<file path="src/rtl/bp_fe_mem_cmd_sched.sv">
// Front-end memory command scheduler: arbitrates fetch, itlb fill and fence commands onto the
// single FE mem port, tracks in-flight fetches, drains before fences and halts fetch after a miss.
module bp_fe_mem_cmd_sched #(
  parameter int vaddr_width_p     = 39,
  parameter int vtag_width_p      = 27,
  parameter int tlb_entry_width_p = 40,
  parameter int resp_latency_p    = 2
) (
  input  logic                         clk_i,
  input  logic                         reset_n_i,
  input  logic                         fetch_v_i,
  input  logic [vaddr_width_p-1:0]     fetch_vaddr_i,
  output logic                         fetch_yumi_o,
  input  logic                         fill_v_i,
  input  logic [vtag_width_p-1:0]      fill_vtag_i,
  input  logic [tlb_entry_width_p-1:0] fill_entry_i,
  output logic                         fill_ready_o,
  input  logic                         fence_v_i,
  input  logic                         fence_itlb_i,
  output logic                         fence_ready_o,
  input  logic                         redirect_i,
  output logic                         mem_cmd_v_o,
  output logic [1:0]                   mem_cmd_op_o,
  output logic [vaddr_width_p-1:0]     mem_cmd_vaddr_o,
  output logic [vtag_width_p-1:0]      mem_cmd_vtag_o,
  output logic [tlb_entry_width_p-1:0] mem_cmd_entry_o,
  input  logic                         mem_cmd_yumi_i,
  output logic                         mem_poison_o,
  input  logic                         mem_resp_v_i,
  input  logic                         mem_resp_miss_i,
  output logic                         halted_o
);

  localparam int cnt_w_lp = $clog2(resp_latency_p + 1);
  localparam logic [cnt_w_lp-1:0] max_inflight_lp = cnt_w_lp'(resp_latency_p);
  localparam logic [cnt_w_lp-1:0] one_lp          = cnt_w_lp'(1);

  localparam logic [1:0] ST_RUN   = 2'd0;
  localparam logic [1:0] ST_DRAIN = 2'd1;
  localparam logic [1:0] ST_FENCE = 2'd2;
  localparam logic [1:0] ST_HALT  = 2'd3;

  localparam logic [1:0] OP_FETCH  = 2'd0;
  localparam logic [1:0] OP_IFENCE = 2'd1;
  localparam logic [1:0] OP_TFENCE = 2'd2;
  localparam logic [1:0] OP_FILL   = 2'd3;

  logic [1:0]                   state_q, state_d;
  logic                         fill_full_q, fill_full_d;
  logic [vtag_width_p-1:0]      fill_vtag_q, fill_vtag_d;
  logic [tlb_entry_width_p-1:0] fill_entry_q, fill_entry_d;
  logic                         fence_full_q, fence_full_d;
  logic                         fence_itlb_q, fence_itlb_d;
  logic [cnt_w_lp-1:0]          inflight_q, inflight_d;

  logic sel_fence, sel_fill, sel_fetch;
  logic fetch_fire, fill_done, fence_done;
  logic resp_ok, miss_ok;

  // Every select is qualified by reset so all outputs read 0 while reset is held.
  always_comb begin
    sel_fence  = reset_n_i & (state_q == ST_FENCE) & fence_full_q;
    sel_fill   = reset_n_i & fill_full_q & (state_q != ST_FENCE);
    sel_fetch  = reset_n_i & ~sel_fill & (state_q == ST_RUN) & ~fence_full_q & fetch_v_i
               & (inflight_q < max_inflight_lp) & ~redirect_i;
    fetch_fire = sel_fetch & mem_cmd_yumi_i;
    fill_done  = sel_fill & mem_cmd_yumi_i;
    fence_done = sel_fence & mem_cmd_yumi_i;
    // A response with nothing outstanding is spurious and must not count or halt.
    resp_ok    = mem_resp_v_i & (inflight_q != '0);
    miss_ok    = resp_ok & mem_resp_miss_i & ~redirect_i;
  end

  // NOTE: every signal driven here gets a default first, so no path can infer a latch.
  always_comb begin
    fill_full_d  = fill_full_q;
    fill_vtag_d  = fill_vtag_q;
    fill_entry_d = fill_entry_q;
    fence_full_d = fence_full_q;
    fence_itlb_d = fence_itlb_q;
    inflight_d   = inflight_q;
    state_d      = state_q;

    if (fill_done) begin
      fill_full_d = 1'b0;
    end else if (fill_v_i & ~fill_full_q) begin
      fill_full_d  = 1'b1;
      fill_vtag_d  = fill_vtag_i;
      fill_entry_d = fill_entry_i;
    end

    if (fence_done) begin
      fence_full_d = 1'b0;
    end else if (fence_v_i & ~fence_full_q) begin
      fence_full_d = 1'b1;
      fence_itlb_d = fence_itlb_i;
    end

    if (redirect_i) begin
      inflight_d = '0;
    end else if (fetch_fire & ~resp_ok) begin
      inflight_d = inflight_q + one_lp;
    end else if (~fetch_fire & resp_ok) begin
      inflight_d = inflight_q - one_lp;
    end

    // DRAIN looks at the next count so the fence goes out the cycle after the last response.
    unique case (state_q)
      ST_RUN: begin
        if (fence_full_q)  state_d = ST_DRAIN;
        else if (miss_ok)  state_d = ST_HALT;
      end
      ST_DRAIN: if (inflight_d == '0) state_d = ST_FENCE;
      ST_FENCE: if (fence_done)       state_d = ST_RUN;
      ST_HALT: begin
        if (fence_full_q)                 state_d = ST_DRAIN;
        else if (redirect_i | fill_done)  state_d = ST_RUN;
      end
      default: state_d = ST_RUN;
    endcase
  end

  // NOTE: sequential state uses non-blocking assignments so all flops update together.
  always_ff @(posedge clk_i or negedge reset_n_i) begin
    if (!reset_n_i) begin
      state_q      <= ST_RUN;
      fill_full_q  <= 1'b0;
      fill_vtag_q  <= '0;
      fill_entry_q <= '0;
      fence_full_q <= 1'b0;
      fence_itlb_q <= 1'b0;
      inflight_q   <= '0;
    end else begin
      state_q      <= state_d;
      fill_full_q  <= fill_full_d;
      fill_vtag_q  <= fill_vtag_d;
      fill_entry_q <= fill_entry_d;
      fence_full_q <= fence_full_d;
      fence_itlb_q <= fence_itlb_d;
      inflight_q   <= inflight_d;
    end
  end

  assign mem_cmd_v_o     = sel_fence | sel_fill | sel_fetch;
  assign mem_cmd_op_o    = sel_fence ? (fence_itlb_q ? OP_TFENCE : OP_IFENCE)
                         : sel_fill  ? OP_FILL : OP_FETCH;
  assign mem_cmd_vaddr_o = sel_fetch ? fetch_vaddr_i : '0;
  assign mem_cmd_vtag_o  = sel_fill ? fill_vtag_q : '0;
  assign mem_cmd_entry_o = sel_fill ? fill_entry_q : '0;
  assign fetch_yumi_o    = fetch_fire;
  assign fill_ready_o    = reset_n_i & ~fill_full_q;
  assign fence_ready_o   = reset_n_i & ~fence_full_q;
  assign mem_poison_o    = reset_n_i & redirect_i;
  assign halted_o        = reset_n_i & (state_q == ST_HALT);

endmodule

</file>
<file path="config.mk">
export PLATFORM = sky130hd
export DESIGN_NAME = bp_fe_mem_cmd_sched
export DESIGN_NICKNAME = d
export VERILOG_FILES = /design/src/rtl/bp_fe_mem_cmd_sched.sv
export SDC_FILE = /design/constraint.sdc
export NUM_CORES = 1
export LEC_CHECK = 0
export CORE_ASPECT_RATIO = 1.4
export CORE_MARGIN = 3
export CORE_UTILIZATION = 40
export DETAILED_ROUTE_END_ITERATION = 16
export PLACE_DENSITY_LB_ADDON = 0.25
export RECOVER_POWER = 100
export SETUP_SLACK_MARGIN = 0.02
export SYNTH_ARGS = -nofsm -noshare
export SYNTH_HDL_FRONTEND = slang
export SYNTH_SLANG_ARGS = --single-unit
</file>
<file path="constraint.sdc">
create_clock -name clk_i -period 2.9 [get_ports clk_i]
set_input_delay 0.58 -clock clk_i [delete_from_list [all_inputs] [get_ports clk_i]]
set_output_delay 0.58 -clock clk_i [all_outputs]
set_load 0.05 [all_outputs]
</file>
==> results.json <==
{
  "status": "completed",
  "crit_fanout": 41,
  "syn2layout_area_growth_pct": 86.5,
  "crit_path_max_incr_delay_ns": 0.46,
  "arrival_ns": 2.18,
  "worst_pin_slew_ns": 0.969,
  "wire_per_inst_um": 19.7,
  "final_util": 0.772,
  "numCtsBuffers": 9,
  "critical_path.top_delay_family": "buffers and inverters",
  "n_fill_cell": 568,
  "cts_resized": 0,
  "h-tree-depth": 3,
  "antenna_left": 0,
  "max_cap_viol_count": 0,
  "ys_types": 30,
  "clk_pin_slew_worst_paths_ns": 0.06,
  "comb_power_share": 0.552,
  "die-area_um2": 10600,
  "worstSetupPathType": "primary input to output port",
  "avgSynthCellArea_um2": 11.5,
  "initial_core_util": 0.414,
  "synth_seq_area_share": 0.493,
  "yosysTopAreaCell": "dfrtp_1",
  "top_level_ports": 230,
  "final_nets": 669,
  "internal_power_uw": 4220,
  "wl_met1_um": 4320,
  "setup-tns-final_ns": 0,
  "clockBufferDepth": 2,
  "vias_per_cell": 5.17,
  "drt-total-wl_um": 13100,
  "path_buf_inv": 3,
  "rsz0062_at_grt": "false",
  "instances_no_fill": 664,
  "finalCritPeriodShare": 0.952,
  "min_path_type": "primary input to asynchronous set/reset pin",
  "first_global_vias": 3679,
  "row_count": 41,
  "synth.top_cells.by_area": "dfrtp_1 49%, mux2_2 20%, and2_1 11%",
  "setup_viol": 0,
  "hold_buffers": 0,
  "cp_slowest_cell": "clkdlybuf4s50_1",
  "placement.io_buffers": 229,
  "path_cells": "clkdlybuf4s50_1, nor4b_4, buf_4, and3_1, buf_12",
  "dp.cells": 648,
  "core_area_um2": 9080,
  "cts_tree": "built",
  "grt_max_degree": 46,
  "drive_above_1_share": 0.377,
  "max_freq_mhz": 362,
  "synth_top_area_frac": 0.493,
  "sw_frac_of_total": 0.389,
  "leakagePower_uw": 0.00311,
  "grt_overflow": 0,
  "slew_viol_final": 0,
  "diodes": 0,
  "synth_seq_cells": 74,
  "syn_inst": 328,
  "fin_ws_ns": 0.139,
  "clockPowerShare": 0.181,
  "synth_fp_nets": 445,
  "vias": 3433,
  "post_cts_buffers": 0,
  "critPathRequiredTime_ns": 2.32,
  "slew_headroom": 0.354,
  "dp_hpwl_um": 10000,
  "seqPwrFrac": 0.267,
  "yosysWarnings": 0,
  "dr.pass1.iters": 4,
  "cellPowerDensity_nw_per_um2": 986,
  "hold_violations": 0,
  "dr.max_layer_used": "met4",
  "post-route-min-period_ns": 2.76,
  "track_usage": 0.249,
  "wl_met3_um": 1330,
  "preCtsSetupSlack_ns": 0.173,
  "drcViolationCount": 0,
  "grt_pass1_wl_um": 19900,
  "ir_worst_vdd_mv": 0.677,
  "clk_latency_ns": 0.33,
  "finClkSkew_ns": 0.00794,
  "cp-start-kind": "primary input",
  "cts.sinks": 74,
  "drt_iter0_markers": 148,
  "p_switching_uw": 2680,
  "syn_area_um2": 3760,
  "fp.dieH_um": 121,
  "gp_congestion": 0.802,
  "antenna_found_initial": 0,
  "die-width_um": 87.9,
  "dr_wl_met2_um": 7010,
  "cp-end-kind": "output port",
  "cts-root-buf": "clkbuf_16"
}
[power by group through the flow]
stage,Combinational (uW),Sequential (uW),Clock [uW]
2_1_floorplan,2130,1730,0
3_3_place_gp,3880,1810,0
3_5_place_dp,3960,1860,0
4_1_cts,3980,1850,1270
5_1_grt,3980,1910,1310
6_report,3820,1840,1250
[sequential cells by signal (all words and copies together) (netlist names)]
signal / count
fill_entry_q: 40
fill_vtag_q: 27
inflight_q: 2
state_q: 2
fence_full_q: 1
fence_itlb_q: 1
fill_full_q: 1
[per-layer routing]
metal / vias to the layer above / track usage
li1: 1566 / -
met1: 1662 / 0.256
met2: 176 / 0.439
met3: 29 / 0.0886
met4: 0 / 0.115
met5: - / 0
[cells in the final DEF (no fill, tap or decap), types with 4 or more instances in the layout]
cell type and instances:
clkdlybuf4s50_1 111, dfrtp_1 74, buf_12 73, mux2_2 68, and2_0 64, and3_1 42, clkbuf_2 40, clkbuf_16 9
nor2_1 8, nand2_1 6, buf_4 6, nand2b_1 4, nor2b_1 4, o21ai_0 4
[stage by stage]
stage	cell area [um^2]	power, uW	hold WS (ns)
after floorplan	3760	3870	0.284
after global placement	7320	5690	0.447
final	7010	6910	0.104
after CTS	7660	7100	0.0949
after global routing	7010	7210	0.101
after detailed placement	7320	5820	0.452
[Yosys cell counts]
cell,count
a211oi_1,2
a21boi_0,2
a21oi_1,2
a21oi_2,1
a311o_1,1
and2_1,67
and2_2,1
and3_1,42
and3_4,1
buf_2,7
clkbuf_1,18
dfrtp_1,74
ha_1,1
inv_1,3
mux2_2,68
nand2_1,6
nand2b_1,4
nand3_1,1
nand4b_1,1
nor2_1,8
nor2b_1,4
nor3_1,1
nor3b_1,1
nor4b_4,2
o21ai_0,4
o21bai_1,1
o221a_4,1
or2_2,1
or3_1,1
xnor2_1,2
[logic make-up after synthesis]
logic type | synth area share
xor+xnor | 0.00466
buf+inv | 0.0303
fa+ha+maj | 0.00333
compound gates | 0.0283
mux | 0.204
simple gates | 0.237
flops | 0.493
[worst reg2reg max path, stage by stage, from the launching register on]
cell     delay (ns)
dfrtp_1        0.49
nor4b_4        0.27
buf_4          0.34
and3_1         0.34
xnor2_1        0.20
a21oi_2        0.10
a311o_1        0.28
[layout make-up]
cell class	count	area (um^2)	share of cell area
multi-input cells	226	1790	0.255
well taps	107	134	0.0191
flip-flops and latches	74	1850	0.264
clock buffers	12	267	0.0380
repair buffers	238	2880	0.412
inverters	3	11.3	0.00161
clock inverters	4	72.6	0.0104
[worst paths after layout]
path                                            startpoint                      endpoint  slack (ns)  cells past startpoint
worst max-delay path                            redirect_i                  fetch_yumi_o        0.14                      5
worst min-delay path                             reset_n_i   fill_vtag_q[20]$_DFFE_PN0P_        0.10                      1
worst max register to register     fill_full_q$_DFFE_PN0P_        state_q[0]$_DFFE_PN0P_        0.77                      6
worst min register to register  fill_vtag_q[8]$_DFFE_PN0P_    fill_vtag_q[8]$_DFFE_PN0P_        0.50                      1
max in group asynchronous                        reset_n_i  fill_entry_q[24]$_DFFE_PN0P_        1.97                      2
min in group clk_i              fill_vtag_q[8]$_DFFE_PN0P_    fill_vtag_q[8]$_DFFE_PN0P_        0.50                      1
Power figures use the tool's default switching activity.
